[config.mk]
export PLATFORM = sky130hd
export DESIGN_NAME = alu_issue_ctrl_flat
export DESIGN_NICKNAME = d
export VERILOG_FILES = /design/src/rtl/alu_pkg.sv /design/src/rtl/alu_issue_ctrl_if.sv /design/src/rtl/alu_op_decode.sv /design/src/rtl/alu_issue_ctrl.sv /design/src/flat_wrapper.sv
export SDC_FILE = /design/constraint.sdc
export NUM_CORES = 1
export LEC_CHECK = 0
export ABC_CLOCK_PERIOD_IN_PS = 3200
export BUFFER_PORTS_ARGS = -buffer_cell sky130_fd_sc_hd__buf_4
export CELL_PAD_IN_SITES_DETAIL_PLACEMENT = 0
export CELL_PAD_IN_SITES_GLOBAL_PLACEMENT = 1
export CORE_MARGIN = 4
export CORE_UTILIZATION = 36
export DETAILED_ROUTE_END_ITERATION = 8
export GPL_TIMING_DRIVEN = 0
export PLACE_DENSITY = 0.85
export SKIP_CTS_REPAIR_TIMING = 1
export SLEW_MARGIN = 20
export SYNTH_ARGS = -nofsm -noshare
export SYNTH_HDL_FRONTEND = slang
export SYNTH_HIERARCHICAL = 1
export SYNTH_SLANG_ARGS = --single-unit
[constraint.sdc]
create_clock -name clk -period 3.2 [get_ports clk]
set_input_delay 0.16 -clock clk [delete_from_list [all_inputs] [get_ports clk]]
set_output_delay 0.16 -clock clk [all_outputs]
set_load 0.01 [all_outputs]
[src/rtl/alu_pkg.sv]
`default_nettype none
// ============================================================================
// Package     : alu_pkg
// Description : Shared constants and types for the ALU issue controller.
//               Holds the ALU operation codes, the MIPS opcode and funct
//               values the controller understands, the controller state
//               enum and the decoder result struct.
// Revision    : 1.0 - initial release
// ============================================================================
package alu_pkg;

  // ALU operation codes driven on alu_operation
  localparam logic [3:0] OP_AND  = 4'b0000;
  localparam logic [3:0] OP_OR   = 4'b0001;
  localparam logic [3:0] OP_ADD  = 4'b0010;
  localparam logic [3:0] OP_SUB  = 4'b0110;
  localparam logic [3:0] OP_SLT  = 4'b0111;
  localparam logic [3:0] OP_NOR  = 4'b1100;
  // Unused code; the ALU returns zero for it, so it is a safe idle value
  localparam logic [3:0] OP_NONE = 4'b1111;

  // Instruction opcodes
  localparam logic [5:0] OPC_RTYPE = 6'b000000;
  localparam logic [5:0] OPC_BEQ   = 6'b000100;
  localparam logic [5:0] OPC_ADDI  = 6'b001000;
  localparam logic [5:0] OPC_SLTI  = 6'b001010;
  localparam logic [5:0] OPC_ANDI  = 6'b001100;
  localparam logic [5:0] OPC_ORI   = 6'b001101;

  // R-type function fields
  localparam logic [5:0] FN_ADD = 6'b100000;
  localparam logic [5:0] FN_SUB = 6'b100010;
  localparam logic [5:0] FN_AND = 6'b100100;
  localparam logic [5:0] FN_OR  = 6'b100101;
  localparam logic [5:0] FN_NOR = 6'b100111;
  localparam logic [5:0] FN_SLT = 6'b101010;

  // Controller states
  typedef enum logic [1:0] {
    ST_IDLE  = 2'd0,
    ST_ISSUE = 2'd1,
    ST_WAIT  = 2'd2,
    ST_DONE  = 2'd3
  } state_t;

  // Source of ALU operand 2
  typedef enum logic [1:0] {
    RD2_SRC_B = 2'd0,
    RD2_SEXT  = 2'd1,
    RD2_ZEXT  = 2'd2
  } rd2_sel_t;

  // Decoder result
  typedef struct packed {
    logic [3:0] operation;
    rd2_sel_t   rd2_sel;
    logic       is_branch;
    logic       illegal;
  } dec_t;

endpackage
`default_nettype wire

[src/rtl/alu_issue_ctrl_if.sv]
`default_nettype none
// ============================================================================
// Interface   : alu_issue_ctrl_if
// Description : Bundles the instruction input handshake, the ALU operand /
//               result bus and the response handshake of alu_issue_ctrl.
//   slave  modport : view of the issue controller itself
//   master modport : view of the surrounding datapath (instruction source,
//                    ALU and response consumer)
// Signals     : in_valid/in_ready, opcode, funct, src_a, src_b, imm,
//               alu_read1, alu_read2, alu_operation, alu_result,
//               out_valid/out_ready, out_result, out_zero,
//               out_branch_taken, out_illegal
// Revision    : 1.0 - initial release
// ============================================================================
interface alu_issue_ctrl_if #(
  parameter int WIDTH = 32,
  parameter int IMM_W = 16
);
  logic             in_valid;
  logic             in_ready;
  logic [5:0]       opcode;
  logic [5:0]       funct;
  logic [WIDTH-1:0] src_a;
  logic [WIDTH-1:0] src_b;
  logic [IMM_W-1:0] imm;

  logic [WIDTH-1:0] alu_read1;
  logic [WIDTH-1:0] alu_read2;
  logic [3:0]       alu_operation;
  logic [WIDTH-1:0] alu_result;

  logic             out_valid;
  logic             out_ready;
  logic [WIDTH-1:0] out_result;
  logic             out_zero;
  logic             out_branch_taken;
  logic             out_illegal;

  modport slave (
    input  in_valid, opcode, funct, src_a, src_b, imm, alu_result, out_ready,
    output in_ready, alu_read1, alu_read2, alu_operation,
           out_valid, out_result, out_zero, out_branch_taken, out_illegal
  );

  modport master (
    output in_valid, opcode, funct, src_a, src_b, imm, alu_result, out_ready,
    input  in_ready, alu_read1, alu_read2, alu_operation,
           out_valid, out_result, out_zero, out_branch_taken, out_illegal
  );
endinterface
`default_nettype wire

[src/rtl/alu_op_decode.sv]
`default_nettype none
// ============================================================================
// Module      : alu_op_decode
// Description : Combinational opcode/funct decoder. Produces the ALU
//               operation code, the operand-2 source (rt, sign- or
//               zero-extended immediate), a branch flag and an illegal flag.
// Ports       : opcode (in, 6)  instruction opcode
//               funct  (in, 6)  R-type function field
//               dec    (out)    decoded fields (dec_t)
// Revision    : 1.0 - initial release
// ============================================================================
module alu_op_decode
  import alu_pkg::*;
(
  input  logic [5:0] opcode,
  input  logic [5:0] funct,
  output dec_t       dec
);

  always_comb begin
    dec.operation = OP_NONE;
    dec.rd2_sel   = RD2_SRC_B;
    dec.is_branch = 1'b0;
    dec.illegal   = 1'b0;
    case (opcode)
      OPC_RTYPE: begin
        case (funct)
          FN_AND:  dec.operation = OP_AND;
          FN_OR:   dec.operation = OP_OR;
          FN_ADD:  dec.operation = OP_ADD;
          FN_SUB:  dec.operation = OP_SUB;
          FN_SLT:  dec.operation = OP_SLT;
          FN_NOR:  dec.operation = OP_NOR;
          default: dec.illegal   = 1'b1;
        endcase
      end
      OPC_ADDI: begin
        dec.operation = OP_ADD;
        dec.rd2_sel   = RD2_SEXT;
      end
      OPC_SLTI: begin
        dec.operation = OP_SLT;
        dec.rd2_sel   = RD2_SEXT;
      end
      OPC_ANDI: begin
        dec.operation = OP_AND;
        dec.rd2_sel   = RD2_ZEXT;
      end
      OPC_ORI: begin
        dec.operation = OP_OR;
        dec.rd2_sel   = RD2_ZEXT;
      end
      OPC_BEQ: begin
        // Equality is tested by subtracting and checking for zero
        dec.operation = OP_SUB;
        dec.is_branch = 1'b1;
      end
      default: dec.illegal = 1'b1;
    endcase
  end

endmodule
`default_nettype wire

[src/rtl/alu_issue_ctrl.sv]
`default_nettype none
// ============================================================================
// Module      : alu_issue_ctrl
// Description : Initiator side of the registered ALU. Accepts one decoded
//               instruction in IDLE, registers operation and operands onto
//               the ALU ports, waits for the ALU's registered result,
//               captures result / zero / branch-taken and presents them on a
//               valid/ready response until accepted.
// Parameters  : WIDTH - operand/result width
//               IMM_W - immediate width (extended to WIDTH)
// Ports       : clk   (in)  rising-edge clock
//               rst_n (in)  asynchronous active-low reset
//               bus   (alu_issue_ctrl_if.slave) handshakes and ALU bus
// Revision    : 1.0 - initial release
// ============================================================================
module alu_issue_ctrl
  import alu_pkg::*;
#(
  parameter int WIDTH = 32,
  parameter int IMM_W = 16
) (
  input  logic               clk,
  input  logic               rst_n,
  alu_issue_ctrl_if.slave    bus
);

  state_t           state, state_nxt;
  dec_t             dec;
  logic             accept;
  logic             capture;
  logic             load_illegal;
  logic [WIDTH-1:0] read2_nxt;
  logic             result_zero;

  logic [WIDTH-1:0] read1_q;
  logic [WIDTH-1:0] read2_q;
  logic [3:0]       op_q;
  logic             branch_q;
  logic [WIDTH-1:0] result_q;
  logic             zero_q;
  logic             taken_q;
  logic             illegal_q;

  alu_op_decode u_decode (
    .opcode (bus.opcode),
    .funct  (bus.funct),
    .dec    (dec)
  );

  // Operand 2 source selection and immediate extension
  always_comb begin
    case (dec.rd2_sel)
      RD2_SEXT: read2_nxt = {{(WIDTH-IMM_W){bus.imm[IMM_W-1]}}, bus.imm};
      RD2_ZEXT: read2_nxt = {{(WIDTH-IMM_W){1'b0}}, bus.imm};
      default:  read2_nxt = bus.src_b;
    endcase
  end

  assign result_zero = (bus.alu_result == '0);

  // State register
  always_ff @(posedge clk or negedge rst_n) begin
    if (!rst_n) begin
      state <= ST_IDLE;
    end else begin
      state <= state_nxt;
    end
  end

  // Next-state and load-enable logic
  always_comb begin
    state_nxt    = state;
    accept       = 1'b0;
    capture      = 1'b0;
    load_illegal = 1'b0;
    case (state)
      ST_IDLE: begin
        if (bus.in_valid) begin
          if (dec.illegal) begin
            // Illegal instructions bypass the ALU entirely
            load_illegal = 1'b1;
            state_nxt    = ST_DONE;
          end else begin
            accept    = 1'b1;
            state_nxt = ST_ISSUE;
          end
        end
      end
      ST_ISSUE: state_nxt = ST_WAIT;
      ST_WAIT: begin
        capture   = 1'b1;
        state_nxt = ST_DONE;
      end
      ST_DONE: begin
        if (bus.out_ready) begin
          state_nxt = ST_IDLE;
        end
      end
      default: state_nxt = ST_IDLE;
    endcase
  end

  // ALU-side operand registers: change only on a legal accept
  always_ff @(posedge clk or negedge rst_n) begin
    if (!rst_n) begin
      read1_q  <= '0;
      read2_q  <= '0;
      op_q     <= OP_NONE;
      branch_q <= 1'b0;
    end else if (accept) begin
      read1_q  <= bus.src_a;
      read2_q  <= read2_nxt;
      op_q     <= dec.operation;
      branch_q <= dec.is_branch;
    end
  end

  // Response capture registers: held stable throughout DONE
  always_ff @(posedge clk or negedge rst_n) begin
    if (!rst_n) begin
      result_q  <= '0;
      zero_q    <= 1'b0;
      taken_q   <= 1'b0;
      illegal_q <= 1'b0;
    end else if (capture) begin
      result_q  <= bus.alu_result;
      zero_q    <= result_zero;
      taken_q   <= branch_q && result_zero;
      illegal_q <= 1'b0;
    end else if (load_illegal) begin
      result_q  <= '0;
      zero_q    <= 1'b1;
      taken_q   <= 1'b0;
      illegal_q <= 1'b1;
    end
  end

  assign bus.in_ready         = (state == ST_IDLE);
  assign bus.out_valid        = (state == ST_DONE);
  assign bus.alu_read1        = read1_q;
  assign bus.alu_read2        = read2_q;
  assign bus.alu_operation    = op_q;
  assign bus.out_result       = result_q;
  assign bus.out_zero         = zero_q;
  assign bus.out_branch_taken = taken_q;
  assign bus.out_illegal      = illegal_q;

endmodule
`default_nettype wire

[src/flat_wrapper.sv]
// flat-port wrapper written by rule: the top's interface ports become plain ports
module alu_issue_ctrl_flat import alu_pkg::*;
#(
  parameter int WIDTH = 32,
  parameter int IMM_W = 16
)
  (clk, rst_n, bus_in_valid, bus_opcode, bus_funct, bus_src_a, bus_src_b, bus_imm, bus_alu_result, bus_out_ready, bus_in_ready, bus_alu_read1, bus_alu_read2, bus_alu_operation, bus_out_valid, bus_out_result, bus_out_zero, bus_out_branch_taken, bus_out_illegal);
  alu_issue_ctrl_if #(.WIDTH(WIDTH), .IMM_W(IMM_W)) bus_i ();
  input  logic clk;
  input  logic rst_n;
  input wire logic [$bits(bus_i.in_valid)-1:0] bus_in_valid;
  input wire logic [$bits(bus_i.opcode)-1:0] bus_opcode;
  input wire logic [$bits(bus_i.funct)-1:0] bus_funct;
  input wire logic [$bits(bus_i.src_a)-1:0] bus_src_a;
  input wire logic [$bits(bus_i.src_b)-1:0] bus_src_b;
  input wire logic [$bits(bus_i.imm)-1:0] bus_imm;
  input wire logic [$bits(bus_i.alu_result)-1:0] bus_alu_result;
  input wire logic [$bits(bus_i.out_ready)-1:0] bus_out_ready;
  output wire logic [$bits(bus_i.in_ready)-1:0] bus_in_ready;
  output wire logic [$bits(bus_i.alu_read1)-1:0] bus_alu_read1;
  output wire logic [$bits(bus_i.alu_read2)-1:0] bus_alu_read2;
  output wire logic [$bits(bus_i.alu_operation)-1:0] bus_alu_operation;
  output wire logic [$bits(bus_i.out_valid)-1:0] bus_out_valid;
  output wire logic [$bits(bus_i.out_result)-1:0] bus_out_result;
  output wire logic [$bits(bus_i.out_zero)-1:0] bus_out_zero;
  output wire logic [$bits(bus_i.out_branch_taken)-1:0] bus_out_branch_taken;
  output wire logic [$bits(bus_i.out_illegal)-1:0] bus_out_illegal;
  assign bus_i.in_valid = bus_in_valid;
  assign bus_i.opcode = bus_opcode;
  assign bus_i.funct = bus_funct;
  assign bus_i.src_a = bus_src_a;
  assign bus_i.src_b = bus_src_b;
  assign bus_i.imm = bus_imm;
  assign bus_i.alu_result = bus_alu_result;
  assign bus_i.out_ready = bus_out_ready;
  assign bus_in_ready = bus_i.in_ready;
  assign bus_alu_read1 = bus_i.alu_read1;
  assign bus_alu_read2 = bus_i.alu_read2;
  assign bus_alu_operation = bus_i.alu_operation;
  assign bus_out_valid = bus_i.out_valid;
  assign bus_out_result = bus_i.out_result;
  assign bus_out_zero = bus_i.out_zero;
  assign bus_out_branch_taken = bus_i.out_branch_taken;
  assign bus_out_illegal = bus_i.out_illegal;
  alu_issue_ctrl #(.WIDTH(WIDTH), .IMM_W(IMM_W)) u_core (.clk(clk), .rst_n(rst_n), .bus(bus_i));
endmodule
==> impl_metrics.ini, run 1 <==
[routing]
dr.pass1.iters = 4
wl_mm = 13.9
avgRoutedWirePerCell_um = 15.6
vias = 4249
drtIter0Drc = 207
ant_nets = 0
drc_errors = 0
viasPerCell = 4.78

[grt]
overflow = 0
grt_pass1_wl_mm = 21.5
antenna_found_initial = 0
grt_use_total = 0.185
grt_max_degree = 107
grt_pass1_vias = 4265

[die]
die_h_um = 121
die_width_um = 121
pin_count = 233
row_count = 41
start_util = 0.366
die_area_sq_um = 14700
core_area_sq_um = 12600

[sta]
final.setup.tns_ns = 0
worst_pin_slew_ns = 0.958
report.final.slew_viol_count = 0
hold_violations = 76
rsz0062_at_grt = false
fmax_mhz = 470
finClkSkew_ns = 0.00344
period_share = 0.665
fin_crit_ns = 2.13
hold_slack_ns = -0.0664
setup_violations = 0
slew_headroom = 0.361

[cells_and_area]
final_cell_mix = buf_4 (231), nand2_1 (145), dfrtp_1 (102), a22o_1 (32), nor2_1 (25)
antenna_cells = 0
final_cell_area_sq_um = 6930
area_growth_pct = 50.6
drive_gt1_frac = 0.397
nets = 846
final_common_cell = buf_4

[placement]
hpwl_mm = 10.7
placed_cell_area_sq_um = 6560
io_buffers = 232
gp_congestion = 0.846

[logic_synthesis]
synth_cell_type_count = 41
syn-cell-area_sq_um = 4600
synth-edff-count = 0
synthCells = 462
synth-seq-cells = 106
async_flop_share = 1.00
yosysWarningCount = 6
synth_area_leaders = dfrtp_1 (55%), nand2_1 (12%), a22o_1 (6.1%)
yosys_most_used_dff = dfrtp_1
synth_area_leader_cell = dfrtp_1
synth_nets = 595
netlist.area_leader.share = 0.554
synth_seq_area_share = 0.577
avgSynthCellArea_sq_um = 9.96

[worst_setup_path]
worstSetupEndpointType = flop
worstSetupStartpointType = input pin
crit_type = in -> reg
cp-endpoint = u_core/bus.alu_read2[10]
r2r_end = u_core/bus.alu_read2[24]
arrival_ns = 2.33
crit_required_ns = 3.40
startpoint = bus_opcode[1]
reg2reg_slack_ns = 1.29
crit_fanout = 10
r2r_start = u_core/state[0]
ff2ff_path_depth = 8

[pwr]
power_uw = 5660
ir_worst_vdd_mv = 0.427
powerDensity_nw_per_um2 = 816
p_leak_uw = 0.00359

[clock_tree]
htreeDepth = 3
tritoncts = done
cts_made_buffers = 9
cts_root_buffer = clkbuf_16
cts_max_path_buffers = 2
clock_latency_ns = 0.34
clk_pin_slew_ns = 0.07
clock-sinks = 106

[flow_run]
cap_violations = 0

[status]
outcome = finished with violations
violations = hold timing

[min_path]
hp-class = in -> async
synthesized netlist by cell type (2+ instances only):
cell type,number
a31oi_1,2
buf_2,12
nor2b_1,4
nand4_1,3
nand2_1,145
a22o_1,32
dfrtp_1,102
nor2_1,25
ha_1,5
clkbuf_1,10
inv_1,7
a21oi_1,24
nand2b_1,2
a21oi_2,10
nor3b_1,16
buf_6,6
nor4_1,10
a21boi_0,2
o21ai_0,19
dfstp_2,4
and3_1,2
final cells by class:
| class | instances | area [sq um] |
|---|---|---|
| Buffer | 29 | 169 |
| Clock buffer | 12 | 246 |
| Clock inverter | 3 | 40.0 |
| Fill cell | 1154 | 5640 |
| Inverter | 7 | 26.3 |
| Multi-Input combinational cell | 320 | 1750 |
| Sequential cell | 106 | 2660 |
| Tap cell | 172 | 215 |
| Timing Repair Buffer | 240 | 1830 |
critical path, cell delays in order:
cell and delay [ns]:
buf_4 0.12, or3_1 0.35, buf_2 0.16, nor2_1 0.19, inv_1 0.07, ha_1 0.23
nor2_1 0.38, buf_2 0.32, nor3b_1 0.08, a21oi_1 0.16, o21ai_0 0.10
kinds of logic after synthesis:
logic type,Yosys count,share of synthesized area
adders and majority gates,5,0.0136
and+or+nand+nor,214,0.207
DFF,106,0.577
AOI/OAI and AO/OA,101,0.159
buffers and inverters,36,0.0424
worst min path at each step:
stage	startpoint	to	slack, ns	cells past startpoint
global placement	bus_src_a[26]	u_core/bus.alu_read1[26]	0.35	3
CTS	rst_n	u_core/bus.out_result[29]	-0.02	1
detailed placement	rst_n	u_core/bus.out_result[29]	0.36	1
global route	bus_src_a[30]	u_core/bus.alu_read1[30]	0.0006	3
finish	rst_n	u_core/bus.out_result[26]	-0.07	1
floorplan	rst_n	u_core/branch_q	-0.14	0
through the flow:
step	setup WS (ns)	instances	util
final	1.07	889	0.551
after floorplan	1.30	462	-
after global routing	0.864	889	0.551
after global placement	0.746	866	0.522
after CTS	1.06	881	0.545
after detailed placement	0.673	866	0.522
where the power goes:
| group | leakage, uW | switching (uW) | total [uW] | internal [uW] |
|---|---|---|---|---|
| Sequential | 0.00135 | 323 | 2250 | 1920 |
| Combinational | 0.00209 | 1110 | 2330 | 1220 |
| Clock | 0.000142 | 461 | 1080 | 622 |
| Total | 0.00359 | 1900 | 5660 | 3760 |
metal layers:
metal  routed length, um  GRT usage  part of all wire  vias to the layer above
met1                5570      0.225              0.40                     1998
met4                 180     0.0545             0.013                        0
met5                   0          0                 0                        -
met3                1450     0.0723              0.10                       14
met2                6710      0.304              0.48                      170
li1                    -          -                 -                     2067
flip-flops by register name, indices dropped and copies added, names as in the netlist:
signal                       cells
u_core/bus.out_branch_taken      1
u_core/bus.out_zero              1
u_core/bus.alu_read1            32
u_core/branch_q                  1
u_core/state                     2
u_core/bus.alu_read2            32
u_core/bus.out_result           32
u_core/bus.alu_operation         4
u_core/bus.out_illegal           1
Note: power is estimated with default switching activity, not from simulation.
==> inputs of run 2 (changes only) <==
--- a/config.mk
+++ b/config.mk
@@ -5,15 +5,15 @@
 export SDC_FILE = /design/constraint.sdc
 export NUM_CORES = 1
 export LEC_CHECK = 0
-export ABC_CLOCK_PERIOD_IN_PS = 3200
+export ABC_CLOCK_PERIOD_IN_PS = 1900
 export BUFFER_PORTS_ARGS = -buffer_cell sky130_fd_sc_hd__buf_4
 export CELL_PAD_IN_SITES_DETAIL_PLACEMENT = 0
 export CELL_PAD_IN_SITES_GLOBAL_PLACEMENT = 1
 export CORE_MARGIN = 4
-export CORE_UTILIZATION = 36
+export CORE_UTILIZATION = 30
 export DETAILED_ROUTE_END_ITERATION = 8
 export GPL_TIMING_DRIVEN = 0
-export PLACE_DENSITY = 0.85
+export PLACE_DENSITY = 0.76
 export SKIP_CTS_REPAIR_TIMING = 1
 export SLEW_MARGIN = 20
 export SYNTH_ARGS = -nofsm -noshare
==> constraint.sdc (replaced) <==
create_clock -name clk -period 1.9 [get_ports clk]
set_input_delay 0.095 -clock clk [delete_from_list [all_inputs] [get_ports clk]]
set_output_delay 0.095 -clock clk [all_outputs]
set_load 0.01 [all_outputs]
==> impl_metrics.ini, run 2 (synthesis gave the netlist of run 1 again) <==
[status]
outcome = completed

[grt]
overflow = 0
grt_pass1_wl_mm = 22.7
grt_max_degree = 107
grt_use_total = 0.160
antenna_found_initial = 0
grt_pass1_vias = 4372

[die]
core_area_sq_um = 15100
die_area_sq_um = 17400
die_width_um = 132
row_count = 45
start_util = 0.305
pin_count = 233
die_h_um = 132

[clock_tree]
cts_root_buffer = clkbuf_16
cts_max_path_buffers = 2
clock-sinks = 106
cts_made_buffers = 9
tritoncts = done
htreeDepth = 3
clk_pin_slew_ns = 0.07
clock_latency_ns = 0.34

[placement]
hpwl_mm = 11.2
placed_cell_area_sq_um = 6580
io_buffers = 232
dp.cells = 882
gp_congestion = 0.839

[min_path]
hp-class = in -> reg

[sta]
hold_violations = 0
setup_violations = 0
report.final.slew_viol_count = 0
fin_crit_ns = 1.80
worst_pin_slew_ns = 0.985
slew_headroom = 0.343
finClkSkew_ns = 0.00452
period_share = 0.945
fmax_mhz = 557

[worst_setup_path]
worstSetupEndpointType = flop
crit_fanout = 10
crit_required_ns = 2.10
arrival_ns = 2.00
crit_type = reg -> reg
worstSetupStartpointType = flop

[flow_run]
cap_violations = 0

[pwr]
power_uw = 9530
ir_worst_vdd_mv = 0.568
powerDensity_nw_per_um2 = 1310
p_leak_uw = 0.00371

[cells_and_area]
layoutNonFillerInstCount = 934
n_fill_cell = 1431
final_cell_area_sq_um = 7270
nets = 874
drive_gt1_frac = 0.395
seqCellArea_sq_um = 2660
area_growth_pct = 57.9
multi_input_area_sq_um = 1780
antenna_cells = 0
utilization = 0.482
final_cell_mix = buf_4 (232), nand2_1 (145), dfrtp_1 (102), dlygate4sd3_1 (36), a22o_1 (32)
final_common_cell = buf_4

[routing]
viasPerCell = 4.74
drtIter0Drc = 197
vias = 4430
drc_errors = 0
wl_mm = 14.4
avgRoutedWirePerCell_um = 15.5
dr.pass1.iters = 4
ant_nets = 0
## run 2: stage by stage
stage / setup WS [ns] / TNS [ns] / hold slack, ns
final: 0.104 / 0 / 0.000702
after global placement: -0.518 / -17.67 / 0.286
after floorplan: 0.0688 / 0 / -0.201
after detailed placement: -0.572 / -19.84 / 0.290
after global routing: -0.00295 / -0.00295 / 0.0000576
after CTS: -0.202 / -3.98 / -0.0849
## run 2: path summary, 6_finish.rpt
path | cells past startpoint | startpoint | endpoint | slack [ns]
min reg2reg | 2 | u_core/bus.alu_operation[3] | u_core/bus.alu_operation[3] | 0.46
max reg2reg | 8 | u_core/state[0] | u_core/bus.alu_read2[13] | 0.10
max in group asynchronous | 2 | rst_n | u_core/bus.out_illegal | 0.78
min | 2 | bus_alu_result[22] | u_core/bus.out_result[22] | 0.0007
max | 8 | u_core/state[0] | u_core/bus.alu_read2[13] | 0.10
min in group asynchronous | 2 | rst_n | u_core/bus.out_result[30] | 0.40
## run 2: power breakdown
part / internal, uW / switching, uW
Clock: 934 / 789
Combinational: 2100 / 1910
Sequential: 3240 / 548
Total: 6280 / 3250
## run 2: critical path, cell delays in order, from the launching register on
cell,delay [ns]
dfrtp_1,0.40
inv_1,0.09
ha_2,0.28
nand2_1,0.09
or2_1,0.22
buf_6,0.14
clkbuf_1,0.22
nand2_1,0.12
o21ai_0,0.10
## run 2: area by class of cell
type | count | area share
Sequential cell | 106 | 0.366
Timing Repair Buffer | 269 | 0.291
Multi-Input combinational cell | 320 | 0.244
Clock buffer | 13 | 0.0344
Tap cell | 188 | 0.0324
Buffer | 28 | 0.0255
Inverter | 7 | 0.00361
Clock inverter | 3 | 0.00344
## run 2: metal layers
layer	part of all wire	track usage
met5	0	0
met4	0.014	0.0513
met3	0.071	0.0473
met2	0.49	0.263
met1	0.43	0.204
